**src/rtl/tpu_pkg.sv**
```systemverilog
// ---------------------------------------------------------------------------
// tpu_pkg
//   Types and constants shared by the systolic array blocks.
//   DATA_W / FRAC_W : element width and fraction bits of the signed Q8.8 format
//   fixed_t         : one array element
//   feeder_state_t  : state encoding of systolic_feeder
// ---------------------------------------------------------------------------
package tpu_pkg;

    localparam int DATA_W = 16;
    localparam int FRAC_W = 8;

    typedef logic signed [15:0] fixed_t;

    typedef enum logic [2:0] {
        ST_IDLE   = 3'd0,
        ST_LOAD_W = 3'd1,
        ST_SWITCH = 3'd2,
        ST_STREAM = 3'd3,
        ST_DRAIN  = 3'd4
    } feeder_state_t;

endpackage

```
**src/rtl/systolic_feeder_if.sv**
```systemverilog
// ---------------------------------------------------------------------------
// systolic_feeder_if
//   Host-side weight and input channels of systolic_feeder.
//   w_valid/w_ready/w_data : one weight row per beat, element j in w_data[j]
//   x_valid/x_ready/x_data : one input vector per beat, element i -> row i
//   x_last                 : final vector of a stream
//   master : host buffers      slave : feeder
// ---------------------------------------------------------------------------
interface systolic_feeder_if #(
    parameter int N      = 2,
    parameter int DATA_W = 16
);
    logic                       w_valid;
    logic                       w_ready;
    logic [N-1:0][DATA_W-1:0]   w_data;
    logic                       x_valid;
    logic                       x_ready;
    logic [N-1:0][DATA_W-1:0]   x_data;
    logic                       x_last;

    modport master (
        output w_valid, w_data, x_valid, x_data, x_last,
        input  w_ready, x_ready
    );

    modport slave (
        input  w_valid, w_data, x_valid, x_data, x_last,
        output w_ready, x_ready
    );
endinterface

```
**src/rtl/skew_delay.sv**
```systemverilog
// ---------------------------------------------------------------------------
// skew_delay
//   Data + valid shift register of DEPTH stages. DEPTH=0 is a plain wire.
//   clk, rst       : clock, asynchronous active-low clear
//   i_data, i_vld  : stage input
//   o_data, o_vld  : output DEPTH cycles later
// ---------------------------------------------------------------------------
module skew_delay #(
    parameter int DEPTH = 1,
    parameter int W     = 16
) (
    input  logic         clk,
    input  logic         rst,
    input  logic [W-1:0] i_data,
    input  logic         i_vld,
    output logic [W-1:0] o_data,
    output logic         o_vld
);

    generate
        if (DEPTH == 0) begin : g_pass
            logic w_unused_clk;
            assign w_unused_clk = clk ^ rst;
            assign o_data       = i_data;
            assign o_vld        = i_vld;
        end else begin : g_pipe
            logic [DEPTH-1:0][W-1:0] r_dat_pipe;
            logic [DEPTH-1:0]        r_vld_pipe;

            always_ff @(posedge clk or negedge rst) begin
                if (!rst) begin
                    r_dat_pipe <= '0;
                    r_vld_pipe <= '0;
                end else begin
                    r_dat_pipe[0] <= i_data;
                    r_vld_pipe[0] <= i_vld;
                    for (int k = 1; k < DEPTH; k++) begin
                        r_dat_pipe[k] <= r_dat_pipe[k-1];
                        r_vld_pipe[k] <= r_vld_pipe[k-1];
                    end
                end
            end

            assign o_data = r_dat_pipe[DEPTH-1];
            assign o_vld  = r_vld_pipe[DEPTH-1];
        end
    endgenerate

endmodule

```
**src/rtl/systolic_feeder.sv**
```systemverilog
// ---------------------------------------------------------------------------
// systolic_feeder
//   Feeds the north (weights, accept_w, switch) and west (inputs, valid)
//   edges of an N x N systolic array.
//   clk, rst          : clock, asynchronous active-low reset
//   host              : weight/input channels (slave side)
//   pe_weight_out     : weight row per column, with pe_accept_w_out
//   pe_switch_out     : per-column switch pulse, staggered by column index
//   pe_input_out      : skewed input per row, with pe_valid_out
//   pe_enabled_out    : array enable, SWITCH through last DRAIN cycle
//   busy              : FSM not in IDLE
//   done              : one-cycle pulse on the last DRAIN cycle
// ---------------------------------------------------------------------------
module systolic_feeder #(
    parameter int N      = 2,
    parameter int DATA_W = 16
) (
    input  logic                     clk,
    input  logic                     rst,
    systolic_feeder_if.slave         host,
    output logic [N-1:0][DATA_W-1:0] pe_weight_out,
    output logic [N-1:0]             pe_accept_w_out,
    output logic [N-1:0]             pe_switch_out,
    output logic [N-1:0][DATA_W-1:0] pe_input_out,
    output logic [N-1:0]             pe_valid_out,
    output logic                     pe_enabled_out,
    output logic                     busy,
    output logic                     done
);
    import tpu_pkg::*;

    localparam int            CW         = $clog2(N);
    localparam logic [CW-1:0] LAST_BEAT  = CW'(N - 1);
    localparam logic [CW-1:0] LAST_DRAIN = CW'(N - 2);

    feeder_state_t            r_state;
    logic [CW-1:0]            r_cnt;
    logic                     r_w_ready;
    logic                     r_x_ready;
    logic                     r_busy;
    logic                     r_enabled;
    logic                     r_done;
    logic                     r_sw;
    logic [N-1:0][DATA_W-1:0] r_weight;
    logic [N-1:0]             r_accept_w;
    logic [N-1:0][DATA_W-1:0] r_x_data;
    logic                     r_x_vld;

    logic                     w_w_acc;
    logic                     w_x_acc;
    logic [N-1:0]             w_sw_dat;
    logic [N-1:0]             w_sw_vld;

    assign w_w_acc = host.w_valid && r_w_ready;
    assign w_x_acc = host.x_valid && r_x_ready;

    // Control FSM; every control output is a register so all of them are
    // 0 while rst is low.
    always_ff @(posedge clk or negedge rst) begin
        if (!rst) begin
            r_state   <= ST_IDLE;
            r_cnt     <= '0;
            r_w_ready <= 1'b0;
            r_x_ready <= 1'b0;
            r_busy    <= 1'b0;
            r_enabled <= 1'b0;
            r_done    <= 1'b0;
        end else begin
            case (r_state)
                ST_IDLE: begin
                    r_w_ready <= 1'b1;
                    r_x_ready <= 1'b0;
                    r_enabled <= 1'b0;
                    r_done    <= 1'b0;
                    r_busy    <= 1'b0;
                    if (w_w_acc) begin
                        r_state <= ST_LOAD_W;
                        r_cnt   <= CW'(1);
                        r_busy  <= 1'b1;
                    end
                end
                ST_LOAD_W: begin
                    if (w_w_acc) begin
                        if (r_cnt == LAST_BEAT) begin
                            r_state   <= ST_SWITCH;
                            r_cnt     <= '0;
                            r_w_ready <= 1'b0;
                            r_enabled <= 1'b1;
                        end else begin
                            r_cnt <= r_cnt + 1'b1;
                        end
                    end
                end
                ST_SWITCH: begin
                    r_state   <= ST_STREAM;
                    r_x_ready <= 1'b1;
                end
                ST_STREAM: begin
                    if (w_x_acc && host.x_last) begin
                        r_state   <= ST_DRAIN;
                        r_cnt     <= '0;
                        r_x_ready <= 1'b0;
                        // A single-cycle drain is also its last cycle.
                        r_done    <= (LAST_DRAIN == '0);
                    end
                end
                ST_DRAIN: begin
                    if (r_cnt == LAST_DRAIN) begin
                        r_state   <= ST_IDLE;
                        r_cnt     <= '0;
                        r_done    <= 1'b0;
                        r_enabled <= 1'b0;
                        r_busy    <= 1'b0;
                        r_w_ready <= 1'b1;
                    end else begin
                        r_cnt  <= r_cnt + 1'b1;
                        r_done <= (r_cnt == LAST_DRAIN - 1'b1);
                    end
                end
                default: begin
                    r_state   <= ST_IDLE;
                    r_cnt     <= '0;
                    r_w_ready <= 1'b0;
                    r_x_ready <= 1'b0;
                    r_busy    <= 1'b0;
                    r_enabled <= 1'b0;
                    r_done    <= 1'b0;
                end
            endcase
        end
    end

    // Edge registers: weight row (all columns in parallel), input vector
    // ahead of the skew lines, and the switch trigger. Empty slots carry 0.
    always_ff @(posedge clk or negedge rst) begin
        if (!rst) begin
            r_weight   <= '0;
            r_accept_w <= '0;
            r_x_data   <= '0;
            r_x_vld    <= 1'b0;
            r_sw       <= 1'b0;
        end else begin
            r_weight   <= w_w_acc ? host.w_data : '0;
            r_accept_w <= {N{w_w_acc}};
            r_x_data   <= w_x_acc ? host.x_data : '0;
            r_x_vld    <= w_x_acc;
            // High in the cycle after SWITCH; column j sees it j cycles later.
            r_sw       <= (r_state == ST_SWITCH);
        end
    end

    genvar gi;
    generate
        for (gi = 0; gi < N; gi++) begin : g_lane
            skew_delay #(.DEPTH(gi), .W(DATA_W)) u_row_skew (
                .clk    (clk),
                .rst    (rst),
                .i_data (r_x_data[gi]),
                .i_vld  (r_x_vld),
                .o_data (pe_input_out[gi]),
                .o_vld  (pe_valid_out[gi])
            );

            // Both bits carry the same pulse; the switch is their AND.
            skew_delay #(.DEPTH(gi), .W(1)) u_sw_skew (
                .clk    (clk),
                .rst    (rst),
                .i_data (r_sw),
                .i_vld  (r_sw),
                .o_data (w_sw_dat[gi]),
                .o_vld  (w_sw_vld[gi])
            );
            assign pe_switch_out[gi] = w_sw_dat[gi] & w_sw_vld[gi];
        end
    endgenerate

    assign host.w_ready    = r_w_ready;
    assign host.x_ready    = r_x_ready;
    assign pe_weight_out   = r_weight;
    assign pe_accept_w_out = r_accept_w;
    assign pe_enabled_out  = r_enabled;
    assign busy            = r_busy;
    assign done            = r_done;

endmodule

```
**src/flat_wrapper.sv**
```systemverilog
// flat-port wrapper written by rule: the top's interface ports become plain ports
module systolic_feeder_flat import tpu_pkg::*;
#(
    parameter int N      = 2,
    parameter int DATA_W = 16
)
  (clk, rst, pe_weight_out, pe_accept_w_out, pe_switch_out, pe_input_out, pe_valid_out, pe_enabled_out, busy, done, host_w_valid, host_w_data, host_x_valid, host_x_data, host_x_last, host_w_ready, host_x_ready);
  systolic_feeder_if #(.N(N), .DATA_W(DATA_W)) host_i ();
  input  logic clk;
  input  logic rst;
  output logic [N-1:0][DATA_W-1:0] pe_weight_out;
  output logic [N-1:0] pe_accept_w_out;
  output logic [N-1:0] pe_switch_out;
  output logic [N-1:0][DATA_W-1:0] pe_input_out;
  output logic [N-1:0] pe_valid_out;
  output logic pe_enabled_out;
  output logic busy;
  output logic done;
  input wire logic [$bits(host_i.w_valid)-1:0] host_w_valid;
  input wire logic [$bits(host_i.w_data)-1:0] host_w_data;
  input wire logic [$bits(host_i.x_valid)-1:0] host_x_valid;
  input wire logic [$bits(host_i.x_data)-1:0] host_x_data;
  input wire logic [$bits(host_i.x_last)-1:0] host_x_last;
  output wire logic [$bits(host_i.w_ready)-1:0] host_w_ready;
  output wire logic [$bits(host_i.x_ready)-1:0] host_x_ready;
  assign host_i.w_valid = host_w_valid;
  assign host_i.w_data = host_w_data;
  assign host_i.x_valid = host_x_valid;
  assign host_i.x_data = host_x_data;
  assign host_i.x_last = host_x_last;
  assign host_w_ready = host_i.w_ready;
  assign host_x_ready = host_i.x_ready;
  systolic_feeder #(.N(N), .DATA_W(DATA_W)) u_core (.clk(clk), .rst(rst), .host(host_i), .pe_weight_out(pe_weight_out), .pe_accept_w_out(pe_accept_w_out), .pe_switch_out(pe_switch_out), .pe_input_out(pe_input_out), .pe_valid_out(pe_valid_out), .pe_enabled_out(pe_enabled_out), .busy(busy), .done(done));
endmodule
```
**config.mk**
```make
export PLATFORM = sky130hd
export DESIGN_NAME = systolic_feeder_flat
export DESIGN_NICKNAME = d
export VERILOG_FILES = /design/src/rtl/tpu_pkg.sv /design/src/rtl/systolic_feeder_if.sv /design/src/rtl/skew_delay.sv /design/src/rtl/systolic_feeder.sv /design/src/flat_wrapper.sv
export SDC_FILE = /design/constraint.sdc
export NUM_CORES = 1
export LEC_CHECK = 0
export CORE_ASPECT_RATIO = 1.4
export CORE_MARGIN = 3
export CORE_UTILIZATION = 23
export DETAILED_ROUTE_END_ITERATION = 8
export SYNTH_ARGS = -nofsm -noshare
export SYNTH_HDL_FRONTEND = slang
export SYNTH_SLANG_ARGS = --single-unit
```
**constraint.sdc**
```tcl
create_clock -name clk -period 1.2 [get_ports clk]
set_clock_uncertainty 0.05 [all_clocks]
set_input_delay 0.24 -clock clk [delete_from_list [all_inputs] [get_ports clk]]
set_output_delay 0.24 -clock clk [all_outputs]
set_load 0.02 [all_outputs]
```
==> results of run 1 <==
[power by group through the flow]
| stage | registers [uW] | logic, uW | clock network (uW) |
|---|---|---|---|
| final | 3870 | 2310 | 2620 |
| after global routing | 3920 | 2520 | 2840 |
| after CTS | 3850 | 2260 | 2710 |
| after detailed placement | 3910 | 2560 | 0 |
| after global placement | 3900 | 2540 | 0 |
| after floorplan | 4300 | 825 | 0 |
[how the worst max path moves through the flow]
stage | from | end | slack [ps] | depth (start not counted)
2_1_floorplan | u_core.host.w_ready | u_core.r_cnt | -30 | 4
4_1_cts | u_core.host.w_ready | u_core.r_cnt | -20 | 4
5_1_grt | u_core.host.w_ready | u_core.r_cnt | -50 | 4
3_5_place_dp | host_x_valid | u_core.done | -280 | 4
6_report | u_core.host.w_ready | host_w_ready | -8 | 1
3_3_place_gp | host_x_valid | u_core.r_cnt | -240 | 4
[flip-flops by register name, summed over array words and instances (netlist names)]
register,flops
u_core.done,1
u_core.g_lane.u_row_skew.o_vld,1
u_core.r_x_vld,1
u_core.r_state,3
u_core.pe_enabled_out,1
u_core.pe_weight_out,32
u_core.r_x_data,32
u_core.r_sw,1
u_core.pe_accept_w_out,1
u_core.host.w_ready,1
u_core.g_lane.u_row_skew.o_data,16
u_core.busy,1
u_core.host.x_ready,1
u_core.r_cnt,1
u_core.g_lane.u_sw_skew.o_data,1
[cell families after synthesis]
family                 after synthesis  synth area share (%)
and+or+nand+nor                     85                 17.03
AOI/OAI and AO/OA                   14                 3.006
DFF                                 94                 75.35
muxes                                1                0.3207
buffers and inverters               27                 4.288
[worst register-to-register path: cells and delay by family (launching register included)]
kind / cells / cell delay (ps)
buf+inv: 1 / 120
simple gates: 2 / 270
flops: 1 / 420
compound gates: 1 / 250
[layout by cell type (no fill, tap or decap), types with 4 or more instances in the layout]
| cell type | netlist | final |
|---|---|---|
| a21oi_1 | 6 | 6 |
| and3_1 | 62 | 62 |
| buf_2 | 5 | 70 |
| buf_4 | 5 | 19 |
| buf_6 | 1 | 6 |
| clkbuf_16 | 0 | 9 |
| clkdlybuf4s50_1 | 0 | 67 |
| dfrtp_1 | 94 | 91 |
| inv_1 | 4 | 4 |
| nand4_1 | 4 | 4 |
[stage by stage]
step	setup WS (ps)	total power (uW)
floorplan	-29.25	5127
CTS	-21.03	8817
global placement	-242.4	6432
detailed placement	-278.1	6478
global route	-51.43	9290
finish	-8.449	8800
[area by class of cell]
type                    count  share of cell area (%)
flip-flops and latches     94                   49.01
clock inverters             3                  0.4164
multi-input cells         100                   13.64
repair buffers            165                   26.65
well taps                 178                   4.633
inverters                   4                  0.3123
clock buffers              12                   5.336
[timing repair]
item                                    in CTS  in global routing
hold buffers                                 1                  0
endpoints found under the setup margin      76                 15
gates resized for setup                    305                 12
pin swaps                                    1                  1
buffers inserted                             1                  2
hold endpoints to repair                    14                  0
[metal layers]
layer	vias to the layer above	track usage, %	part of all wire, %
met4	0	5.602	3.0
met3	15	2.831	3.8
li1	1055	-	-
met5	-	0	0
met1	1134	11.50	36
met2	64	20.35	57
==> results.sh, run 1 <==
export IMPL_yosys_area_top_type_share_pct=75.35
export IMPL_worstSkewPairLatency_ps=330
export IMPL_fin_crit_sh_pct=100.7
export IMPL_ir_drop_uv=607.6
export IMPL_cts_htree_levels=3
export IMPL_ff_latch_area_mm2=0.002356
export IMPL_p_clk_share_pct=29.8
export IMPL_cts_tree="yes"
export IMPL_ys_seq_area_share_pct=75.35
export IMPL_drc=0
export IMPL_clk_pin_slew_ps=60
export IMPL_power_density_mw_per_mm2=1831
export IMPL_crit_buf_inv=1
export IMPL_drive_gt1_share_pct=32.28
export IMPL_report_final_slew_viol_count=0
export IMPL_die_x_um=104.5
export IMPL_num_vias=2268
export IMPL_nNetsFinal=443
export IMPL_yosysTopAreaCell="dfrtp_1"
export IMPL_final_core_util_pct=36.81
export IMPL_stdcell_count=556
export IMPL_grt_overflow=0
export IMPL_pwr_share_seq_pct=44.0
export IMPL_violations="setup timing"
export IMPL_timing_fmax_mhz=827.5
export IMPL_end_kind="primary output"
export IMPL_hold_ws_ps=266.5
export IMPL_crit_type="flip-flop to primary output"
export IMPL_ys_seq_elements=94
export IMPL_avgRoutedWirePerCell_um=14.68
export IMPL_multi_input_area_um2=655.6
export IMPL_grt_pass1_wl_um=12870
export IMPL_finalWirelength_um=8161
export IMPL_setup_slack_ps=-8.449
export IMPL_rrSetupSlack_ps=10
export IMPL_dp_hpwl_um=6042
export IMPL_worst_slew_pin_slew_ps=285.1
export IMPL_p_comb_share_pct=26.2
export IMPL_die_height_um=143.8
export IMPL_power_internal_uw=6153
export IMPL_grt_use_total_pct=11.00
export IMPL_hold_class="input pin to asynchronous set/reset pin"
export IMPL_critPathLaunchType="flip-flop"
export IMPL_r2r_end="u_core.r_cnt"
export IMPL_drt_pass1_iterations=4
export IMPL_dieArea_mm2=0.01503
export IMPL_synthTopCellsByArea="dfrtp_1, and3_1, clkbuf_1"
export IMPL_setup_viol=1
export IMPL_synth_cell_type_count=29
export IMPL_drv_cap=0
export IMPL_io_pins=144
export IMPL_grt_pass1_vias=2464
export IMPL_synthArstFlopShare_pct=100.0
export IMPL_syn_to_final_growth_pct=53.99
export IMPL_nFillCells=1281
export IMPL_synth_cells=221
export IMPL_crit_path_max_fanout=3
export IMPL_rsz0062_at_grt="true"
export IMPL_swShare_pct=30.08
export IMPL_placed_cell_area_mm2=0.004818
export IMPL_synth_ff_type="dfrtp_1"
export IMPL_crit_family="flip-flops"
export IMPL_antenna_found_initial=0
export IMPL_syn_nets=290
export IMPL_gp_congestion=0.8481
export IMPL_avgSynthCellArea_um2=14.13
export IMPL_netSwitchingPower_uw=2647
export IMPL_crit_chain="buf_2"
export IMPL_grt_max_degree=46
export IMPL_vias_per_cell=4.079
export IMPL_slowest_stage="dfrtp_2"
export IMPL_drt_iter0_drc=52
export IMPL_postLayoutCellArea_mm2=0.004807
export IMPL_yosys_top_cells_count="dfrtp_1, and3_1, clkbuf_1"
export IMPL_setup_tns_ps=-8.449
export IMPL_route_antenna_remaining_nets=0
export IMPL_antenna_cells=0
export IMPL_core_area_mm2=0.01306
export IMPL_cts_num_sinks=94
export IMPL_start_util_pct=23.91
export IMPL_slew_headroom_pct=80.99
export IMPL_synthMostInstantiatedCell="dfrtp_1"
export IMPL_reg2reg_depth=4
export IMPL_r2r_start="u_core.host.w_ready"
export IMPL_io_buffers=143
export IMPL_syn_area_mm2=0.003122
export IMPL_hold_viol_final=0
export IMPL_p_leak_uw=0.002658
export IMPL_outcome="finished with violations"
export IMPL_cp_required_ps=910
export IMPL_yosysWarnings=0
export IMPL_fin_crit_ps=1208
export IMPL_rows=49
export IMPL_placed_cells_incl_taps=537
export IMPL_root_buffer="clkbuf_16"
export IMPL_arrival_ps=920
export IMPL_slowest_delay_ps=420
export IMPL_synth_edff_count=0
export IMPL_cts_buffers_inserted=9
export IMPL_clockBufferDepth=2
(Power assumes the default switching activity.)
==> inputs of run 2 (changes only) <==
- GPL_ROUTABILITY_DRIVEN: not set -> 1
- SETUP_SLACK_MARGIN: not set -> 0.3
==> run 2 against run 1 <==
The flow still finishes with violations (setup timing). Worst hold slack gained 32 ps. Wire length rose by 15%. Via count grew 6.1%. Non-clock buffer count increased by 16. Clock power rose by 5%. Register-to-register slack hardly changed. Sequential power is 3% higher. Fmax grew 0.32%. Critical endpoint is now u_core.r_cnt.
==> results.sh, run 2 (synthesized netlist as in run 1, its figures left out) <==
export IMPL_outcome="finished with violations"
export IMPL_violations="setup timing"
export IMPL_core_area_mm2=0.01306
export IMPL_grt_pass1_wl_um=13810
export IMPL_rows=49
export IMPL_setup_slack_ps=-4.617
export IMPL_holdPathStages=0
export IMPL_grt_use_total_pct=11.93
export IMPL_grt_pass1_vias=2516
export IMPL_cts_tree="yes"
export IMPL_final_cell_mix="dfrtp_1, buf_6, clkdlybuf4s50_1"
export IMPL_placed_cells_incl_taps=534
export IMPL_crit_path_max_fanout=6
export IMPL_place_ws_ps=-304.4
export IMPL_reg2reg_depth=4
export IMPL_die_height_um=143.8
export IMPL_crit_type="flip-flop to flip-flop"
export IMPL_critPathLaunchType="flip-flop"
export IMPL_p_leak_uw=0.002804
export IMPL_hold_class="flip-flop to flip-flop"
export IMPL_vias_per_cell=4.201
export IMPL_drt_pass1_iterations=4
export IMPL_dieArea_mm2=0.01503
export IMPL_worstSkewPairLatency_ps=330
export IMPL_io_pins=144
export IMPL_postLayoutCellArea_mm2=0.005833
export IMPL_placed_cell_area_mm2=0.004791
export IMPL_cp_required_ps=1410
export IMPL_antenna_found_initial=0
export IMPL_arrival_ps=1420
export IMPL_clockBufferDepth=2
export IMPL_finalWirelength_um=9368
export IMPL_drive_gt1_share_pct=48.10
export IMPL_fin_crit_sh_pct=100.4
export IMPL_stdcell_count=573
export IMPL_io_buffers=143
export IMPL_final_common_cell="dfrtp_1"
export IMPL_cts_buffers_inserted=9
export IMPL_gp_congestion=0.8846
export IMPL_drv_cap=0
export IMPL_slew_headroom_pct=79.08
export IMPL_dp_hpwl_um=6018
export IMPL_grt_overflow=0
export IMPL_cts_htree_levels=3
export IMPL_report_final_slew_viol_count=0
export IMPL_hold_viol_final=0
export IMPL_drc=0
export IMPL_clk_pin_slew_ps=70
export IMPL_cts_num_sinks=94
export IMPL_nFillCells=1163
export IMPL_antenna_cells=0
export IMPL_setup_tns_ps=-4.617
export IMPL_start_util_pct=23.91
export IMPL_end_kind="flip-flop"
export IMPL_hold_ws_ps=298.9
export IMPL_power_density_mw_per_mm2=1811
export IMPL_drt_iter0_drc=54
export IMPL_worst_slew_pin_slew_ps=313.8
export IMPL_avgRoutedWirePerCell_um=16.35
export IMPL_route_antenna_remaining_nets=0
export IMPL_timing_fmax_mhz=830.1
export IMPL_fin_crit_ps=1205
export IMPL_num_vias=2407
export IMPL_nNetsFinal=459
export IMPL_root_buffer="clkbuf_16"
export IMPL_ir_drop_uv=888.4
export IMPL_grt_max_degree=70
export IMPL_setup_viol=1
export IMPL_rsz0062_at_grt="true"
export IMPL_die_x_um=104.5
export IMPL_syn_to_final_growth_pct=86.85
run 2: cell types whose count changed in the layout (fill, tap and decap cells not counted), moves of 43 or more:
cell	change
and3_4	+45
buf_2	-70
and3_1	-43
buf_6	+77
run 2: cell type report:
type | instances | area, um^2 | share of cell area [%]
Clock buffer | 9 | 225.2 | 3.861
Clock inverter | 7 | 63.81 | 1.094
Inverter | 4 | 18.77 | 0.3218
Multi-Input combinational cell | 100 | 924.6 | 15.85
Sequential cell | 94 | 2360 | 40.45
Tap cell | 178 | 222.7 | 3.818
Timing Repair Buffer | 181 | 2018 | 34.60
run 2: path summary, 6_finish.rpt:
kind                                      from                                     end  slack [ps]
setup reg to reg           u_core.host.w_ready                            u_core.r_cnt          -5
hold reg to reg            u_core.r_x_data[26]  u_core.g_lane[1].u_row_skew.o_data[10]         300
min in group asynchronous                  rst                 u_core.pe_weight_out[5]         420
setup / recovery           u_core.host.w_ready                            u_core.r_cnt          -5
max in group asynchronous                  rst                      u_core.r_x_data[8]         380
hold / removal             u_core.r_x_data[26]  u_core.g_lane[1].u_row_skew.o_data[10]         300
run 2: per-layer routing:
| metal | GRT usage, % | up-vias | wire, um | part of all wire (%) |
|---|---|---|---|---|
| li1 | - | 1103 | - | - |
| met1 | 12.56 | 1217 | 3385 | 36 |
| met2 | 22.46 | 74 | 5337 | 57 |
| met3 | 2.517 | 13 | 416 | 4.4 |
| met4 | 5.952 | 0 | 228 | 2.4 |
| met5 | 0 | - | 0 | 0 |
run 2: repair_timing:
item                                    in CTS  in global routing
hold endpoints to repair                    94                  0
cloned                                       3                  3
setup buffers                                9                  7
pin swaps                                    2                  9
gates resized for setup                    488                 42
hold buffers                                 1                  0
endpoints found under the setup margin     151                154
run 2: report_power, final:
part	internal, uW	switching [uW]	leakage [uW]
sequential	3630	335	0.00127
clock	1450	1290	0.000136
combinational	2230	1610	0.00140
total	7320	3240	0.00280
run 2: metrics by stage:
step,utilization (%),power (uW)
2_1_floorplan,-,5260
3_3_place_gp,36.69,6433
3_5_place_dp,36.69,6498
4_1_cts,42.09,10120
5_1_grt,44.67,11050
6_report,44.67,10560
run 2: worst max-delay path, stage by stage, from the launching register on:
cell and delay, ps:
dfrtp_2 420, buf_6 130, and2_4 190, o221a_1 250, nor3_2 90
==> inputs of run 3 (changes only) <==
- CORE_UTILIZATION: 23 -> 37
- PLACE_DENSITY: not set -> 0.76
==> run 3 against run 2 <==
Via count about the same. Wire length shrank 5.4%. Core utilization up 24 points. Fmax shrank 2.0%. Largest cell class unchanged. Die area is 36% lower. Final cell count is 13% lower. Sequential cell count is the same. Register-to-register slack got worse by 30 ps. Design area down 2.9%. Worst setup slack got worse by 25 ps. The run ends with hold timing, setup timing left. Largest power group unchanged. Global-route usage rose by 6.7 points.
==> results.sh, run 3 (synthesized netlist as in run 1, its figures left out) <==
export IMPL_crit_family="flip-flops"
export IMPL_core_area_mm2=0.008198
export IMPL_io_pins=144
export IMPL_worst_slew_pin_slew_ps=289.7
export IMPL_vias_per_cell=4.806
export IMPL_dp_hpwl_um=5744
export IMPL_final_cell_mix="buf_6, dfrtp_1, clkdlybuf4s50_1"
export IMPL_crit_type="flip-flop to flip-flop"
export IMPL_place_ws_ps=-211.5
export IMPL_drc=0
export IMPL_fin_crit_sh_pct=102.5
export IMPL_grt_pass1_wl_um=13610
export IMPL_cts_htree_levels=3
export IMPL_gp_congestion=0.7670
export IMPL_crit_path_max_fanout=6
export IMPL_placed_cells_incl_taps=462
export IMPL_hold_ws_ps=-265.9
export IMPL_drv_cap=0
export IMPL_setup_slack_ps=-29.67
export IMPL_crit_buf_inv=1
export IMPL_num_vias=2408
export IMPL_setup_viol=4
export IMPL_cp_required_ps=1410
export IMPL_clockBufferDepth=2
export IMPL_stdcell_count=501
export IMPL_rows=39
export IMPL_die_x_um=83.63
export IMPL_hold_class="input pin to asynchronous set/reset pin"
export IMPL_grt_use_total_pct=18.60
export IMPL_slowest_stage="dfrtp_2"
export IMPL_slew_headroom_pct=80.69
export IMPL_finalWirelength_um=8860
export IMPL_critPathLaunchType="flip-flop"
export IMPL_report_final_slew_viol_count=0
export IMPL_ir_drop_uv=1060
export IMPL_io_buffers=143
export IMPL_final_core_util_pct=69.06
export IMPL_crit_chain="buf_6 -> and2_4 -> o221a_1 -> nor3_2"
export IMPL_drive_gt1_share_pct=48.37
export IMPL_grt_max_degree=35
export IMPL_p_leak_uw=0.002815
export IMPL_antenna_found_initial=0
export IMPL_clk_pin_slew_ps=60
export IMPL_timing_fmax_mhz=813.2
export IMPL_route_antenna_remaining_nets=0
export IMPL_outcome="finished with violations"
export IMPL_antenna_cells=0
export IMPL_power_density_mw_per_mm2=1806
export IMPL_drt_pass1_iterations=4
export IMPL_fin_crit_ps=1230
export IMPL_die_height_um=114.7
export IMPL_nNetsFinal=463
export IMPL_arrival_ps=1440
export IMPL_placed_cell_area_mm2=0.004738
export IMPL_cts_tree="yes"
export IMPL_slowest_delay_ps=420
export IMPL_dieArea_mm2=0.009591
export IMPL_root_buffer="clkbuf_16"
export IMPL_avgRoutedWirePerCell_um=17.68
export IMPL_violations="hold timing, setup timing"
export IMPL_grt_pass1_vias=2604
export IMPL_start_util_pct=38.08
export IMPL_cts_buffers_inserted=9
export IMPL_postLayoutCellArea_mm2=0.005662
export IMPL_syn_to_final_growth_pct=81.36
export IMPL_hold_viol_final=18
export IMPL_cts_num_sinks=94
export IMPL_drt_iter0_drc=90
export IMPL_end_kind="flip-flop"
export IMPL_rsz0062_at_grt="true"
export IMPL_worstSkewPairLatency_ps=340
export IMPL_grt_overflow=0
[run 3: changes by cell type in the layout (fill, tap and decap cells not counted), sizes merged]
cell,before,now
dlygate4sd3,1,0
bufbuf,1,0
clkinvlp,3,1
clkbuf,12,10
buf,109,117
clkinv,1,4
inv,7,6
[run 3: layer usage]
metal  part of all wire, %  routed length [um]  vias to the layer above  GRT usage [%]
li1                      -                   -                     1103              -
met3                   3.3                 289                       18          2.664
met2                    60                5331                       70          35.21
met4                   3.0                 264                        0          9.549
met1                    34                2974                     1217          19.91
met5                     0                   0                        -              0
[run 3: what timing repair did]
| item | CTS | global route |
|---|---|---|
| setup endpoints to repair | 151 | 150 |
| resized for setup | 518 | 10 |
| pin swaps | 9 | 11 |
| endpoints found under the hold margin | 18 | 18 |
| cloned | 3 | 1 |
| setup buffers | 16 | 3 |
[run 3: area by class of cell]
class,instances,area (um^2)
flip-flops and latches,94,2360
fillers,593,2536
repair buffers,185,1998
multi-input cells,100,887.1
clock buffers,9,225.2
well taps,102,127.6
inverters,4,15.01
clock inverters,7,48.80
[run 3: stage by stage]
step	total power [uW]	TNS, ps
2_1_floorplan	5260	-29.21
3_3_place_gp	6408	-9376
3_5_place_dp	6484	-10860
4_1_cts	10070	-67.22
5_1_grt	10670	-181.4
6_report	10230	-54.86
[run 3: power by group]
part	internal [uW]	leakage, uW	switching [uW]
Sequential	3640	0.00127	346
Clock	1410	0.000136	1210
Combinational	2070	0.00141	1550
[run 3: path summary, 6_finish.rpt]
check,depth (start not counted),slack (ps),start,end
setup / recovery,4,-30,u_core.host.w_ready,u_core.r_cnt
hold / removal,1,-270,rst,u_core.pe_weight_out[27]
setup reg to reg,4,-30,u_core.host.w_ready,u_core.r_cnt
hold reg to reg,0,300,u_core.r_x_data[31],u_core.g_lane[1].u_row_skew.o_data[15]
max in group asynchronous,2,870,rst,u_core.pe_weight_out[31]
min in group clk,0,300,u_core.r_x_data[31],u_core.g_lane[1].u_row_skew.o_data[15]
